$ cat config.mk
export PLATFORM = sky130hd
export DESIGN_NAME = fft_peak_finder
export DESIGN_NICKNAME = d
export VERILOG_FILES = /design/src/rtl/fft_peak_pkg.sv /design/src/rtl/fft_peak_finder_window_sum.sv /design/src/rtl/fft_peak_finder.sv
export SDC_FILE = /design/constraint.sdc
export NUM_CORES = 1
export LEC_CHECK = 0
export CAP_MARGIN = 40
export CELL_PAD_IN_SITES_DETAIL_PLACEMENT = 0
export CELL_PAD_IN_SITES_GLOBAL_PLACEMENT = 1
export CORE_UTILIZATION = 48
export DETAILED_ROUTE_END_ITERATION = 6
export PLACE_DENSITY = 0.86
export SYNTH_ARGS = -nofsm -noshare
export SYNTH_HDL_FRONTEND = slang
export SYNTH_SLANG_ARGS = --single-unit
$ cat constraint.sdc
create_clock -name clk -period 8.7 [get_ports clk]
set_input_delay 0.87 -clock clk [delete_from_list [all_inputs] [get_ports clk]]
set_output_delay 0.87 -clock clk [all_outputs]
set_load 0.005 [all_outputs]
$ cat src/rtl/fft_peak_pkg.sv
// Shared definitions for the FFT peak finder: sweep FSM states and default sizing.
// Defaults describe a 1024-bin, 16-bit magnitude spectrum with a 2-bin window.
package fft_peak_pkg;

    localparam int DEF_DATA_W  = 16;
    localparam int DEF_ADDR_W  = 10;
    localparam int DEF_WIN_LEN = 2;
    localparam int DEF_RD_LAT  = 1;

    typedef enum logic [1:0] {
        IDLE   = 2'd0,
        ISSUE  = 2'd1,
        DRAIN  = 2'd2,
        FINISH = 2'd3
    } state_t;

endpackage

$ cat src/rtl/fft_peak_finder_window_sum.sv
// Sliding-window accumulator: a WIN_LEN-deep delay line plus a running sum.
// o_sum_next is the sum including the current sample, so the caller can compare it in the same cycle.
module window_sum
    import fft_peak_pkg::*;
#(
    parameter  int DATA_W  = DEF_DATA_W,
    parameter  int WIN_LEN = DEF_WIN_LEN,
    localparam int SUM_W   = DATA_W + $clog2(WIN_LEN)
)(
    input  logic              clk,
    input  logic              rst,
    input  logic              i_clear,
    input  logic              i_valid,
    input  logic [DATA_W-1:0] i_data,
    output logic [SUM_W-1:0]  o_sum_next
);

    logic [DATA_W-1:0] r_taps [WIN_LEN];
    logic [SUM_W-1:0]  r_sum;

    // The oldest tap is always part of r_sum, so the subtraction never underflows.
    always_comb begin
        o_sum_next = r_sum + SUM_W'(i_data) - SUM_W'(r_taps[WIN_LEN-1]);
    end

    always_ff @(posedge clk) begin
        if (rst || i_clear) begin
            r_sum <= '0;
            for (int i = 0; i < WIN_LEN; i++) begin
                r_taps[i] <= '0;
            end
        end else if (i_valid) begin
            r_sum     <= o_sum_next;
            r_taps[0] <= i_data;
            for (int i = 1; i < WIN_LEN; i++) begin
                r_taps[i] <= r_taps[i-1];
            end
        end
    end

endmodule

$ cat src/rtl/fft_peak_finder.sv
// Sweeps a bin range of a spectrum memory and reports the window of WIN_LEN bins with the
// largest magnitude sum; ties keep the lowest ending bin.
module fft_peak_finder
    import fft_peak_pkg::*;
#(
    parameter  int DATA_W  = DEF_DATA_W,
    parameter  int ADDR_W  = DEF_ADDR_W,
    parameter  int WIN_LEN = DEF_WIN_LEN,
    parameter  int RD_LAT  = DEF_RD_LAT,
    localparam int SUM_W   = DATA_W + $clog2(WIN_LEN)
)(
    input  logic              clk,
    input  logic              rst,
    input  logic              start,
    input  logic [ADDR_W-1:0] lo_bin,
    input  logic [ADDR_W-1:0] hi_bin,
    input  logic [DATA_W-1:0] rd_data,
    output logic [ADDR_W-1:0] rd_addr,
    output logic              rd_en,
    output logic              busy,
    output logic              done,
    output logic [ADDR_W-1:0] peak_bin,
    output logic [SUM_W-1:0]  peak_sum,
    output logic              peak_valid
);

    localparam int ELIG_W = ADDR_W + 5;

    state_t            r_state;
    logic [ADDR_W-1:0] r_lo;
    logic [ADDR_W-1:0] r_hi;
    logic [ADDR_W-1:0] r_rd_addr;
    logic              r_rd_en;
    logic              r_busy;
    logic              r_done;
    logic [1:0]        r_drain_cnt;
    logic              r_elig;
    logic [ADDR_W-1:0] r_best_bin;
    logic [SUM_W-1:0]  r_best_sum;
    logic [ADDR_W-1:0] r_peak_bin;
    logic [SUM_W-1:0]  r_peak_sum;
    logic              r_peak_valid;
    logic              r_tag_v    [RD_LAT];
    logic [ADDR_W-1:0] r_tag_addr [RD_LAT];

    logic              w_accept;
    logic              w_sample;
    logic [ADDR_W-1:0] w_sample_addr;
    logic              w_eligible;
    logic              w_take;
    logic [SUM_W-1:0]  w_sum_next;

    assign w_accept      = (r_state == IDLE) && start;
    assign w_sample      = r_tag_v[RD_LAT-1];
    assign w_sample_addr = r_tag_addr[RD_LAT-1];
    // Window is full once the sample address reaches lo + WIN_LEN - 1 (widened to avoid wrap).
    assign w_eligible    = w_sample &&
                           (ELIG_W'(w_sample_addr) >= ELIG_W'(r_lo) + ELIG_W'(WIN_LEN - 1));
    assign w_take        = w_eligible && (!r_elig || (w_sum_next > r_best_sum));

    window_sum #(
        .DATA_W  (DATA_W),
        .WIN_LEN (WIN_LEN)
    ) u_window_sum (
        .clk        (clk),
        .rst        (rst),
        .i_clear    (w_accept),
        .i_valid    (w_sample),
        .i_data     (rd_data),
        .o_sum_next (w_sum_next)
    );

    // Tag pipeline mirrors the memory latency so each returned word knows its bin.
    always_ff @(posedge clk) begin
        if (rst) begin
            for (int i = 0; i < RD_LAT; i++) begin
                r_tag_v[i]    <= 1'b0;
                r_tag_addr[i] <= '0;
            end
        end else begin
            r_tag_v[0]    <= r_rd_en;
            r_tag_addr[0] <= r_rd_addr;
            for (int i = 1; i < RD_LAT; i++) begin
                r_tag_v[i]    <= r_tag_v[i-1];
                r_tag_addr[i] <= r_tag_addr[i-1];
            end
        end
    end

    always_ff @(posedge clk) begin
        if (rst) begin
            r_state      <= IDLE;
            r_lo         <= '0;
            r_hi         <= '0;
            r_rd_addr    <= '0;
            r_rd_en      <= 1'b0;
            r_busy       <= 1'b0;
            r_done       <= 1'b0;
            r_drain_cnt  <= '0;
            r_elig       <= 1'b0;
            r_best_bin   <= '0;
            r_best_sum   <= '0;
            r_peak_bin   <= '0;
            r_peak_sum   <= '0;
            r_peak_valid <= 1'b0;
        end else begin
            r_done <= 1'b0;
            if (w_take) begin
                r_best_bin <= w_sample_addr;
                r_best_sum <= w_sum_next;
                r_elig     <= 1'b1;
            end
            unique case (r_state)
                IDLE: begin
                    if (start) begin
                        r_lo        <= lo_bin;
                        r_hi        <= hi_bin;
                        r_best_bin  <= '0;
                        r_best_sum  <= '0;
                        r_elig      <= 1'b0;
                        r_busy      <= 1'b1;
                        r_drain_cnt <= '0;
                        if (lo_bin > hi_bin) begin
                            r_state <= FINISH;
                        end else begin
                            r_state   <= ISSUE;
                            r_rd_en   <= 1'b1;
                            r_rd_addr <= lo_bin;
                        end
                    end
                end
                ISSUE: begin
                    if (r_rd_addr == r_hi) begin
                        r_rd_en <= 1'b0;
                        r_state <= DRAIN;
                    end else begin
                        r_rd_addr <= r_rd_addr + 1'b1;
                    end
                end
                DRAIN: begin
                    if (r_drain_cnt == 2'(RD_LAT - 1)) begin
                        r_state <= FINISH;
                    end else begin
                        r_drain_cnt <= r_drain_cnt + 1'b1;
                    end
                end
                FINISH: begin
                    r_peak_bin   <= r_best_bin;
                    r_peak_sum   <= r_best_sum;
                    r_peak_valid <= r_elig;
                    r_done       <= 1'b1;
                    r_busy       <= 1'b0;
                    r_state      <= IDLE;
                end
            endcase
        end
    end

    assign rd_addr    = r_rd_addr;
    assign rd_en      = r_rd_en;
    assign busy       = r_busy;
    assign done       = r_done;
    assign peak_bin   = r_peak_bin;
    assign peak_sum   = r_peak_sum;
    assign peak_valid = r_peak_valid;

endmodule

==> results.ini <==
[routing]
antenna_left=0
avgViaCountPerCell=5.38
dr.pass1.iters=5
dr.first_iter.drc_count=391
drc=0
wirelength_microns=19600
vias=6708
wl_per_cell_microns=15.7

[sta]
clock.fmax_ghz=0.178
relSlewSlack_pct=43.0
hold_viol_final=0
setup_viol=0
clock_skew_ns=0.00858
tns_ns=0
fin_crit_sh_pct=64.5
period_minus_slack_ns=5.61
rsz0062_at_grt=no
finalMaxSlewViolations=0
timing.hold.ws_ns=0.468
worst_pin_slew_ns=0.855

[final_layout]
fin_nets=1124
postLayoutCoreUtil_pct=58.0
diodes=0
stdcell_area_sq_mm=0.00996
area_growth_pct=18.4
multiInputGateArea_sq_mm=0.00438
num-fill-cells=1597
drive_gt1_share_pct=5.39
seq_area_sq_mm=0.00338

[global_routing]
grt_first_pass_wirelength_microns=32200
track_usage_pct=22.9
grt_pass1_vias=6305
grt_overflow=0
grt_max_degree=78
antenna_found_initial=0

[floorplan]
num_io_pins=80
die_area_sq_mm=0.0181
coreArea_sq_mm=0.0172
rows=48
die_h_microns=134
initial_core_util_pct=49.0
chipWidth_microns=134

[setup_path]
required_ns=9.04
crit_path_start_kind=input pin
critPathMaxStageDelay_ns=0.56
cp.buffers_inverters=4
worstPathMaxFanout=27
crit_family=compound AO/OA/AOI/OAI gates
critPathKind=in -> reg
end_kind=flip-flop
crit_chain=clkdlybuf4s50_1, inv_1, fa_1, inv_1, ha_1, a21o_1, a21oi_1, a211oi_1, o311ai_1, nand2_1, xnor3_1, inv_1, ha_1, nand4_2, nor4_4, o21ai_2, and4b_4, a21oi_4, a21oi_1, a211oi_1
crit_top_cell=inv_1
crit_arrival_ns=5.95
critPathSlowestCell=a21oi_4

[cts]
cts_tree=built
ctsHoldBuffers=0
clk_pin_slew_ns=0.06
cts_buffer_depth=2
root_buffer=clkbuf_16
post_cts_buffers=0
clk_latency_ns=0.43
cts_sinks=153
htree_num_levels=4
cts_made_buffers=17
cts_resized=0

[synth]
synth_async_sr_flop_share_pct=0
synth_simple_gate_area_share_pct=17.2
synth_compound_area_share_pct=13.7
netlist-cell-type-count=61
synth_top_flop_cell=dfxtp_1
synth_enable_flop_cells=32
yosysWarnings=0
synth_seq_cells=153
syn_nets=1068
avgSynthCellArea_sq_um=8.84
yosys.area_share.adder_pct=12.9
seq_area_frac_synth_pct=40.2
synth_area_sq_mm=0.00841
synth_xor_area_share_pct=3.18
synth_top_family_by_area=simple AND/OR/NAND/NOR gates
syn_inst=952
synth_mux_area_share_pct=5.00

[outcome]
status=completed

[place]
place_area_sq_mm=0.00934
io_buffer_count=79
routabilityCongestion=0.881
dp_hpwl_microns=13900

[power]
p_leak_uw=0.00398
p_per_area_mw_per_mm2=306
max-vdd-ir-drop_v=0.000151
power.total_uw=3050

[hold_path]
hp-class=reg -> reg

[flow_run]
cap_viol_max_count=0

## worst min-delay path, cell delays in order, from the launching register on
cell and delay, ns:
dfxtp_1 0.31, nand3_1 0.06, a21oi_1 0.05
## area by class of cell
cell class              count  area share [%]
inverters                 113            4.26
repair buffers             89            8.77
clock buffers              22            5.10
clock inverters            10            1.12
flip-flops and latches    153            34.0
well taps                 225            2.83
multi-input cells         634            44.0
## cells in the final DEF, fill, tap and decap left out, types with 3 or more instances in the layout
| master | instances |
|---|---|
| nor4_1 | 7 |
| nand3_1 | 41 |
| and3_1 | 29 |
| clkinv_4 | 3 |
| ha_1 | 60 |
| xnor2_1 | 12 |
| o21ai_1 | 12 |
| a211oi_1 | 10 |
| a21oi_1 | 90 |
| nand2b_1 | 5 |
| nand4_1 | 7 |
| fa_1 | 16 |
| a31oi_1 | 4 |
| o21ai_0 | 29 |
| or4_1 | 3 |
| o32ai_1 | 5 |
| o31ai_1 | 4 |
| a21o_1 | 10 |
| edfxtp_1 | 32 |
| clkinv_2 | 5 |
| dfxtp_1 | 121 |
| nor3_1 | 24 |
| inv_1 | 113 |
| nor2b_1 | 13 |
| nand2_1 | 70 |
| xor2_1 | 16 |
| mux2i_1 | 42 |
| o22ai_1 | 3 |
| buf_4 | 9 |
| nor2_1 | 79 |
| clkdlybuf4s50_1 | 78 |
| clkbuf_16 | 20 |
## kinds of logic (layout without fill, tap and decap cells)
group / count (synthesis) / count (layout)
flip-flops: 153 / 153
adder cells (fa/ha/maj): 77 / 77
XOR/XNOR: 29 / 29
buffers and inverters: 165 / 234
AO/OA/AOI/OAI: 192 / 192
multiplexers: 42 / 42
AND/OR/NAND/NOR: 294 / 294
## metrics by stage
stage	cells	setup slack (ns)
2_1_floorplan	952	3.83
3_3_place_gp	1213	2.82
3_5_place_dp	1214	2.61
5_1_grt	1246	2.69
6_report	1246	3.09
4_1_cts	1246	3.06
## power by group
group / internal, uW / leakage [uW] / switching (uW)
Sequential: 843 / 0.00133 / 93.7
Combinational: 525 / 0.00234 / 818
Clock: 473 / 0.000309 / 293
Total: 1840 / 0.00398 / 1200
## synth_stat cells, drive strengths merged (4+ instances only)
master / count / area share (%)
nor3: 24 / 1.4
a211oi: 12 / 1.2
mux2i: 42 / 5.0
nand3: 42 / 2.6
o21ai: 42 / 2.5
xor2: 16 / 1.7
nand4: 8 / 0.67
nor2: 79 / 3.5
xnor2: 12 / 1.2
o31ai: 4 / 0.36
buf: 16 / 1.1
o32ai: 5 / 0.52
inv: 113 / 5.0
ha: 61 / 9.1
dfxtp: 121 / 29
nor2b: 13 / 0.97
nand2: 70 / 3.1
clkbuf: 36 / 1.6
nor4: 9 / 1.0
a31oi: 4 / 0.30
fa: 16 / 3.8
and3: 29 / 2.2
a21o: 11 / 1.0
a21oi: 91 / 5.5
edfxtp: 32 / 11
nand2b: 6 / 0.45
## final timing paths
path                                                 start             end  slack (ns)  cells after the start
worst max register to register  u_window_sum.r_taps[0][20]  r_best_sum[16]        3.68                     18
worst max-delay path                            rd_data[4]  r_best_sum[16]        3.09                     20
worst min register to register            r_tag_addr[0][0]   r_best_bin[0]        0.47                      2
worst min-delay path                      r_tag_addr[0][0]   r_best_bin[0]        0.47                      2
## flip-flops by register name, summed over array words and instances, names as in the netlist, 10 cells and up
register / count
rd_addr: 10
r_lo: 10
r_best_bin: 10
r_best_sum: 17
r_hi: 10
peak_sum: 17
r_tag_addr: 10
u_window_sum.r_taps: 32
u_window_sum.r_sum: 17
peak_bin: 10
## layer usage
layer	track usage [%]	vias to the layer above	part of all wire, %
li1	-	3378	-
met1	30.0	3163	47
met2	37.7	139	48
met3	3.70	28	3.2
met4	9.11	0	2.6
met5	0	-	0
Power figures use the tool's default switching activity.
